==> config.mk <==
export PLATFORM = sky130hd
export DESIGN_NAME = rf_arbiter
export DESIGN_NICKNAME = d
export VERILOG_FILES = /design/src/rtl/rf_arbiter.sv
export SDC_FILE = /design/constraint.sdc
export NUM_CORES = 1
export LEC_CHECK = 0
export ABC_AREA = 1
export ABC_CLOCK_PERIOD_IN_PS = 2000
export BUFFER_PORTS_ARGS = -buffer_cell sky130_fd_sc_hd__buf_2
export CAP_MARGIN = 5
export CORE_UTILIZATION = 48
export DETAILED_ROUTE_END_ITERATION = 8
export GPL_TIMING_DRIVEN = 0
export PLACE_DENSITY = 0.9
export REMOVE_ABC_BUFFERS = 1
export SLEW_MARGIN = 20
export SYNTH_ARGS = -nofsm -noshare
export SYNTH_HDL_FRONTEND = slang
export SYNTH_SLANG_ARGS = --single-unit
==> constraint.sdc <==
create_clock -name clk -period 2 [get_ports clk]
set_clock_uncertainty 0.1 [all_clocks]
set_input_delay 0.2 -clock clk [delete_from_list [all_inputs] [get_ports clk]]
set_output_delay 0.2 -clock clk [all_outputs]
set_load 0.02 [all_outputs]
==> src/rtl/rf_arbiter.sv <==
//==============================================================================
// Module   : rf_arbiter
// Purpose  : Two-requester arbiter in front of a 4-entry register file
//            (IDLE -> ACCESS -> DONE). Define RF_ARB_RR_EN for round-robin
//            arbitration; otherwise requester 0 has fixed priority.
// Revision : 1.0 - initial release
//==============================================================================
`default_nettype none

module rf_arbiter #(
    parameter int DW = 4,
    parameter int RW = 4
) (
    input  logic          clk,
    input  logic          rst,
    input  logic          req0,
    input  logic          req1,
    input  logic          we0,
    input  logic          we1,
    input  logic [RW-1:0] reg_no0,
    input  logic [RW-1:0] reg_no1,
    input  logic [DW-1:0] wdata0,
    input  logic [DW-1:0] wdata1,
    output logic          ack0,
    output logic          ack1,
    output logic          err0,
    output logic          err1,
    output logic [DW-1:0] rdata0,
    output logic [DW-1:0] rdata1,
    output logic          rf_write_en,
    output logic [RW-1:0] rf_reg_no,
    output logic [DW-1:0] rf_val,
    input  logic [DW-1:0] rf_dout,
    output logic          busy
);

    localparam logic [1:0] IDLE   = 2'd0;
    localparam logic [1:0] ACCESS = 2'd1;
    localparam logic [1:0] DONE   = 2'd2;

    logic [1:0]    state_q, state_d;
    logic          id_q;
    logic          we_q;
    logic [RW-1:0] reg_no_q;
    logic [DW-1:0] wdata_q;
    logic [DW-1:0] rdata0_q;
    logic [DW-1:0] rdata1_q;

    logic          w_gnt;
    logic          w_start;
    logic          w_bad_reg;

    assign w_start   = (state_q == IDLE) && (req0 || req1);
    assign w_bad_reg = (reg_no_q > RW'(3));

`ifdef RF_ARB_RR_EN
    // Pointer holds the id of the most recent grant; the other requester
    // wins when both ask.
    logic last_q;

    always_comb begin
        if (req0 && req1) begin
            w_gnt = ~last_q;
        end else begin
            w_gnt = ~req0;
        end
    end

    always_ff @(posedge clk) begin
        if (rst) begin
            last_q <= 1'b1;
        end else if (w_start) begin
            last_q <= w_gnt;
        end
    end
`else
    assign w_gnt = ~req0;
`endif

    always_comb begin
        state_d = IDLE;
        case (state_q)
            IDLE:    state_d = (req0 || req1) ? ACCESS : IDLE;
            ACCESS:  state_d = DONE;
            DONE:    state_d = IDLE;
            default: state_d = IDLE;
        endcase
    end

    always_ff @(posedge clk) begin
        if (rst) begin
            state_q  <= IDLE;
            id_q     <= 1'b0;
            we_q     <= 1'b0;
            reg_no_q <= '0;
            wdata_q  <= '0;
            rdata0_q <= '0;
            rdata1_q <= '0;
        end else begin
            state_q <= state_d;
            if (w_start) begin
                id_q     <= w_gnt;
                we_q     <= w_gnt ? we1 : we0;
                reg_no_q <= w_gnt ? reg_no1 : reg_no0;
                wdata_q  <= w_gnt ? wdata1 : wdata0;
            end
            // Out-of-range registers read back as zero regardless of rf_dout.
            if (state_q == ACCESS) begin
                if (id_q) begin
                    rdata1_q <= w_bad_reg ? '0 : rf_dout;
                end else begin
                    rdata0_q <= w_bad_reg ? '0 : rf_dout;
                end
            end
        end
    end

    assign busy        = (state_q != IDLE);
    assign rf_write_en = (state_q == ACCESS) && we_q && !w_bad_reg;
    assign rf_reg_no   = (state_q == ACCESS) ? reg_no_q : '0;
    assign rf_val      = (state_q == ACCESS) ? wdata_q : '0;

    assign ack0   = (state_q == DONE) && !id_q;
    assign ack1   = (state_q == DONE) && id_q;
    assign err0   = ack0 && w_bad_reg;
    assign err1   = ack1 && w_bad_reg;
    assign rdata0 = rdata0_q;
    assign rdata1 = rdata1_q;

endmodule

`default_nettype wire

Word level (Yosys, flattened, before mapping)
Cells that the tools add are included.
Widths: inputs -> output; s select.
Storage, ports and cells
  word-level logic and storage cells: 34
  input port bits: 26
  register bits after elaboration: 20
  output and inout port bits: 22
Cells by class
  reduce and logical (&&, ||, !) cells: 14
  muxes and demuxes: 8
  eq/ne operators: 2
  order comparisons: 1
  bitwise operators: 2
Operator list (count)
  $mux 4: 5
  $logic_and 1x1->1: 7
  $gt 4x2->1 const B: 1
  $pmux 2 s2: 1
  $reduce_and 2->1: 2
  $eq 2x1->1 const B: 1
  $eq 2x2->1 const B: 1
  $logic_not 1->1: 2
  $logic_not 2->1: 1
  $mux 1: 2
  $not 1->1: 2
  $reduce_bool 2->1: 1
  $logic_or 1x1->1: 1

Logic depth before layout (Yosys ltp)
Gate-level depths: netlist of the first run.
  depth in word-level cells: 3
  mapped depth: 7
  mapped depth without buffers: 6

Worst setup path before layout of the first run
No wires, ideal clock.
  path kind: reg2out
  start: register state_q[1]
  end: output err0
  cell stages (with the launch flop): 4
  slack: 550 ps
  path buffers: 0
  required time: 1700 ps
  arrival time: 1150 ps
  path through: dfxtp_1 -> inv_1 -> or2_2 -> nor3_1
Between the ends
  longest elaborated chain between the ends: 3
Ends and longest elaborated chain
  start: declaration: line 41  | logic [1:0] state_q, state_d;
  start signal: assignment: line 100  | state_q <= state_d;
  $eq 2x2->1: line 123  | assign ack0 = (state_q == DONE) && !id_q;
  $logic_and 1x1->1: line 123
  $logic_and 1x1->1: line 125  | assign err0 = ack0 && w_bad_reg;
  end: declaration: line 26  | output logic err0,
No other way between the ends.

Worst setup path after layout of the first run
  start: register state_q[0]
  end: output rf_write_en
Between the ends
  longest elaborated chain between the ends: 3
Ends and longest elaborated chain
  $eq 2x1->1: line 119  | assign rf_write_en = (state_q == ACCESS) && we_q && !w_bad_reg;
  $logic_and 1x1->1 (2 in a row): line 119
  end: declaration: line 30  | output logic rf_write_en,
No other way between the ends.

==> results of run 1 <==
[cell usage in the layout, fill, tap and decap left out]
cell,netlist,routed
a21oi_1,1,1
buf_2,4,47
clkbuf_4,0,3
clkinv_1,1,1
dfxtp_1,20,20
dlygate4sd3_1,0,1
inv_1,26,26
inv_2,1,1
nand2_1,67,67
nand3_1,2,2
nor2_1,50,50
nor2_2,1,1
nor3_1,3,3
or2_2,1,1
[cell families after synthesis]
group	count (synthesis)
flip-flops	20
AND/OR/NAND/NOR	124
buffers and inverters	32
AO/OA/AOI/OAI	1
[area by class of cell]
class	instances	area, um^2	share of cell area
multi-input cells	125	482	0.374
flip-flops and latches	20	400	0.311
repair buffers	48	245	0.190
inverters	28	105	0.0816
well taps	27	33.8	0.0262
clock buffers	3	22.5	0.0175
[layer usage]
metal / vias to the layer above / routed length (um)
li1: 606 / -
met3: 2 / 74
met5: - / 0
met1: 459 / 986
met4: 0 / 26
met2: 27 / 974
[flip-flops by register name, summed over array words and instances (netlist names)]
signal,flops
rdata0,4
id_q,1
we_q,1
rdata1,4
state_q,2
reg_no_q,4
wdata_q,4
[power groups by stage]
| stage | Combinational (uW) | Sequential (uW) | Clock, uW |
|---|---|---|---|
| 2_1_floorplan | 150 | 472 | 0 |
| 3_5_place_dp | 241 | 460 | 0 |
| 5_1_grt | 281 | 455 | 214 |
| 6_report | 242 | 450 | 183 |
| 3_3_place_gp | 237 | 458 | 0 |
| 4_1_cts | 244 | 450 | 188 |
[stage by stage]
stage                     utilization  total power (uW)
after floorplan                     -               622
after global placement          0.640               695
after detailed placement        0.640               701
after CTS                       0.657               882
after global routing            0.657               950
final                           0.657               875
[worst max-delay path, stage by stage (launching register included)]
cell and delay (ns):
dfxtp_1 0.41, nand2_1 0.27, nor3_1 0.27, buf_2 0.20
[worst paths after layout]
kind,start,depth (start not counted),to,slack (ns)
worst max-delay path,state_q[0]$_SDFF_PP0_,3,rf_write_en,0.26
worst min-delay path,wdata1[0],5,wdata_q[0]$_SDFFE_PP0P_,0.11
worst max register to register,state_q[0]$_SDFF_PP0_,5,wdata_q[3]$_SDFFE_PP0P_,0.66
worst min register to register,rdata0[0]$_SDFFE_PP0P_,4,rdata0[0]$_SDFFE_PP0P_,0.41
==> out/results.tsv, run 1 <==
stage	metric	value	unit
synth	synth_top_family_by_area	simple AND/OR/NAND/NOR gates	
floorplanning	fp-row-count	16	
synth	synth.most_common_cell	nand2_1	
timing	maxSlewHeadroom	0.623	
critical_path	arrival	1.44	ns
floorplanning	die_h	47.8	um
power_and_ir_drop	power_leakage	0.000804	uW
synth	synthTopCellsByCount	nand2_1 (67), nor2_1 (50), inv_1 (26)	
synth	syn_area	1010	um^2
worst_hold_path	hp-class	primary input to flip-flop	
synth	synthFlopType	dfxtp_1	
clocking	holdBufCountCts	1	
timing	maxSlewViolCount	0	
floorplanning	core_area	1960	um^2
synth	synth_edf_count	0	
timing	fin_crit	1.74	ns
detailed_routing	post-route-drc-count	0	
clocking	cts.repair.resized	0	
synth	seq_area_frac_synth	0.398	
global_routing	grt_pass1_vias	791	
power_and_ir_drop	peakVddDrop	0.477	mV
critical_path	end_kind	primary output	
placed_design	gp_congestion	0.733	
global_routing	grt_util_met1	0.278	
synth	synth-seq-cells	20	
timing	fin_hold_ws	0.111	ns
floorplanning	die_area	2290	um^2
finish	diodes	0	
timing	fin_ws	0.256	ns
synth	syn_avg_cell_area	5.69	um^2
synth	synthTopCellsByArea	dfxtp_1 (40%), nand2_1 (25%), nor2_1 (19%)	
clocking	clkSinkCount	20	
synth	synthXorXnorAreaFrac	0	
synth	ys_async_sr_fraction	0	
global_routing	overflow	0	
clocking	clk_latency	0.30	ns
finish	final_cells	251	
synth	synth_top_area_cell	dfxtp_1	
global_routing	grt_pass1_wl	3.22	mm
timing	final-hold-violation-count	0	
power_and_ir_drop	pwr-share-seq	0.514	
detailed_routing	dr.pass1.iters	4	
detailed_routing	wl_per_cell	8.22	um
floorplanning	io_pins	48	
detailed_routing	vias	1094	
global_routing	grt_use_total	0.197	
finish	nFillCells	213	
status	status	finished, final reports clean	
critical_path	cp.required	1.70	ns
finish	area_delta_synth_final	28.0	%
synth	synth_fa_ha_area_frac	0	
finish	drive_gt1_frac	0.237	
clocking	htreeDepth	1	
global_routing	grt_max_degree	21	
placed_design	port_buffers	47	
detailed_routing	drtIter0Drc	20	
placed_design	dp_slack	0.499	ns
clocking	numCtsBuffers	3	
global_routing	antenna_found_initial	0	
power_and_ir_drop	p_sw	285	uW
synth	yosysWarnings	0	
detailed_routing	drt_wl_total	2.06	mm
finish	finish.instance_area	1290	um^2
run	drv_cap	0	
timing	worst_pin_slew	0.564	ns
clocking	cts_root_buffer	clkbuf_4	
timing	finalSetupViolations	0	
finish	nets	252	
synth	synth_top_area_frac	0.398	
synth	ys_types	12	
power_and_ir_drop	p_int	590	uW
critical_path	worstSetupStartpointType	flip-flop	
global_routing	grt_util_met2	0.311	
synth	synth_compound_area_frac	0.00497	
clocking	cts_tree	yes	
power_and_ir_drop	power.share.clock	0.209	
floorplanning	start_util	0.513	
clocking	cts_max_path_buffers	2	
global_routing	grt_busiest_layer	met2	
placed_design	dpl-instance-area	1260	um^2
power_and_ir_drop	switching_share	0.325	
placed_design	place_inst	247	
global_routing	met3_usage	0.0226	
synth	synthCells	177	
critical_path	crit_fanout	10	
timing	rsz0062_at_grt	no	
clocking	clkTransAtPathRegs	0.10	ns
timing	tns	0	ns
timing	min_period_over_period	0.872	
placed_design	dp_hpwl	1.53	mm
timing	timing.fmax	574	MHz
power_and_ir_drop	p_comb_frac	0.277	
synth	yosys.area_share.simple	0.473	
clocking	cts_setup_buffers	0	
power_and_ir_drop	powerDensity	679	nW/um^2
detailed_routing	via_per_inst	4.36	
critical_path	critPathKind	flip-flop to primary output	
floorplanning	chipWidth	47.8	um
detailed_routing	ant_nets	0	
synth	muxShareOfSynthArea	0	
(Power assumes the default switching activity.)
==> run 2, diff against run 1 <==
--- a/config.mk
+++ b/config.mk
@@ -5,14 +5,13 @@
 export SDC_FILE = /design/constraint.sdc
 export NUM_CORES = 1
 export LEC_CHECK = 0
-export ABC_AREA = 1
 export ABC_CLOCK_PERIOD_IN_PS = 2000
 export BUFFER_PORTS_ARGS = -buffer_cell sky130_fd_sc_hd__buf_2
 export CAP_MARGIN = 5
 export CORE_UTILIZATION = 48
 export DETAILED_ROUTE_END_ITERATION = 8
 export GPL_TIMING_DRIVEN = 0
-export PLACE_DENSITY = 0.9
+export PLACE_DENSITY = 0.91
 export REMOVE_ABC_BUFFERS = 1
 export SLEW_MARGIN = 20
 export SYNTH_ARGS = -nofsm -noshare
==> out/results.tsv, run 2 <==
stage	metric	value	unit
synth	ys_types	25	
synth	synth_edf_count	0	
critical_path	arrival	1.58	ns
global_routing	overflow	0	
finish	fin_util	0.639	
clocking	cts_tree	yes	
synth	synthCells	106	
power_and_ir_drop	peakVddDrop	0.439	mV
detailed_routing	post-route-drc-count	0	
detailed_routing	maxUsedRoutingLayer	met4	
run	drv_cap	0	
timing	worst_pin_slew	0.849	ns
synth	synth_top_area_frac	0.405	
finish	area_delta_synth_final	25.6	%
timing	fin_crit	1.88	ns
critical_path	end_kind	primary output	
detailed_routing	wl_per_cell	12.1	um
synth	synthFlopType	dfxtp_1	
critical_path	crit_path_top_delay_cell	nor2_1	
placed_design	port_buffers	47	
power_and_ir_drop	pwr-share-seq	0.506	
clocking	cts_max_path_buffers	2	
clocking	cts_root_buffer	clkbuf_4	
floorplanning	die_h	47.4	um
timing	maxSlewHeadroom	0.432	
power_and_ir_drop	p_sw	271	uW
clocking	cts.repair.resized	0	
timing	min_period_over_period	0.938	
detailed_routing	ant_nets	0	
global_routing	grt_pass1_vias	708	
clocking	numCtsBuffers	3	
global_routing	grt_use_total	0.196	
detailed_routing	vias	913	
floorplanning	io_pins	48	
timing	maxSlewViolCount	0	
synth	synthTopCellsByCount	dfxtp_1 (20), a21oi_1 (18), a211oi_2 (9), mux2i_1 (9), and2_1 (8)	
worst_hold_path	hp-class	primary input to flip-flop	
critical_path	critical_path.max_stage_delay	0.68	ns
worst_hold_path	min_path_cells	3	
synth	ys_async_sr_fraction	0	
detailed_routing	drtIter0Drc	17	
synth	synth-seq-cells	20	
timing	final-hold-violation-count	0	
finish	finish.instance_area	1240	um^2
detailed_routing	route.met3.wl	137	um
clocking	htreeDepth	1	
global_routing	grt_max_degree	21	
critical_path	cp.required	1.70	ns
timing	rsz0062_at_grt	no	
global_routing	grt_pass1_wl	3.08	mm
finish	drive_gt1_frac	0.426	
power_and_ir_drop	power_leakage	0.000584	uW
timing	tns	0	ns
clocking	clk_latency	0.30	ns
finish	diodes	0	
power_and_ir_drop	switching_share	0.302	
critical_path	worstSetupStartpointType	flip-flop	
synth	syn_avg_cell_area	9.32	um^2
clocking	holdBufCountCts	0	
critical_path	worst_r2r_path_depth	3	
synth	syn_area	988	um^2
detailed_routing	drt_wl_total	2.12	mm
clocking	clkTransAtPathRegs	0.11	ns
detailed_routing	via_per_inst	5.22	
timing	timing.fmax	533	MHz
floorplanning	start_util	0.509	
detailed_routing	wl_met1	1.03	mm
detailed_routing	wl_met2	937	um
status	status	finished, final reports clean	
floorplanning	core_area	1940	um^2
clocking	cts_setup_buffers	0	
power_and_ir_drop	total_power	895	uW
placed_design	gp_congestion	0.815	
finish	layout_common_cells	buf_2 (47), dfxtp_1 (20), a21oi_1 (18), mux2i_1 (9), a211oi_2 (9)	
synth	synth_top_area_cell	dfxtp_1	
floorplanning	chipWidth	47.4	um
global_routing	antenna_found_initial	0	
critical_path	crit_fanout	13	
power_and_ir_drop	p_int	624	uW
synth	synth.most_common_cell	dfxtp_1	
finish	layout_commonest_cell	buf_2	
timing	finalSetupViolations	0	
power_and_ir_drop	power.share.clock	0.263	
critical_path	critPathKind	flip-flop to primary output	
finish	nets	175	
critical_path	cp_cell_sequence	nor2_1 > inv_2 > buf_2	
synth	yosysWarnings	0	
placed_design	dp_hpwl	1.55	mm
clocking	clkSinkCount	20	
power_and_ir_drop	p_comb_frac	0.231	
floorplanning	fp-row-count	16	
floorplanning	die_area	2240	um^2
synth	synthTopCellsByArea	dfxtp_1 (41%), a211oi_2 (11%), a21oi_1 (9.1%)	
power_and_ir_drop	powerDensity	721	nW/um^2
synth	seq_area_frac_synth	0.405	
detailed_routing	dr.pass1.iters	4	
placed_design	dpl-instance-area	1200	um^2
-- run 2: changes by cell type in the layout (fill, tap and decap cells not counted), sizes merged, moves of 2 or more --
cell | before | now
nor2 | 51 | 3
nor2b | 0 | 3
mux2i | 0 | 9
nand3 | 2 | 4
and2 | 0 | 9
inv | 27 | 1
a21oi | 1 | 18
a211oi | 0 | 10
o21ai | 0 | 4
nand4 | 0 | 4
nor3 | 3 | 0
nor3b | 0 | 2
nand2 | 67 | 4
-- run 2: power by group through the flow --
stage / clock [uW] / sequential, uW / combinational, uW
2_1_floorplan: 0 / 462 / 128
3_3_place_gp: 0 / 458 / 202
3_5_place_dp: 0 / 461 / 207
4_1_cts: 241 / 452 / 208
5_1_grt: 261 / 457 / 227
6_report: 235 / 453 / 207
-- run 2: worst max-delay path, delay by kind of cell, from the launching register on --
kind,cells,cell delay (ns)
buf+inv,2,0.22
flops,1,0.38
simple gates,1,0.68
-- run 2: routing by layer --
layer / track usage / vias to the layer above
met4: 0.103 / 0
li1: - / 465
met1: 0.271 / 405
met3: 0.0231 / 2
met5: 0 / -
met2: 0.299 / 41
-- run 2: path summary, 6_finish.rpt --
path / startpoint / end / slack (ns)
hold reg to reg: rdata1[1]$_SDFFE_PP0P_ / rdata1[1]$_SDFFE_PP0P_ / 0.36
hold / removal: rf_dout[0] / rdata0[0]$_SDFFE_PP0P_ / 0.05
setup / recovery: state_q[1]$_SDFF_PP0_ / busy / 0.12
setup reg to reg: state_q[1]$_SDFF_PP0_ / we_q$_SDFFE_PP0P_ / 0.24
-- run 2: area by class of cell --
type	instances	area [um^2]
Timing Repair Buffer	47	235
Clock buffer	4	36.3
Inverter	1	3.75
Tap cell	27	33.8
Fill cell	184	701
Multi-Input combinational cell	76	532
Sequential cell	20	400
-- run 2: stage by stage --
step | worst slack, ns | hold slack (ns) | instances
2_1_floorplan | 0.279 | 0.165 | 97
3_3_place_gp | 0.299 | 0.342 | 171
3_5_place_dp | 0.296 | 0.346 | 171
4_1_cts | 0.152 | 0.0485 | 175
5_1_grt | 0.0334 | 0.0546 | 175
6_report | 0.125 | 0.0543 | 175
-- run 2: kinds of logic (layout without fill, tap and decap cells) --
logic type      Yosys count  in the layout  share of synthesized area
mux                       9              9                     0.0911
simple gates             35             35                      0.214
compound gates           32             32                      0.233
buf+inv                  10             52                     0.0569
flops                    20             20                      0.405
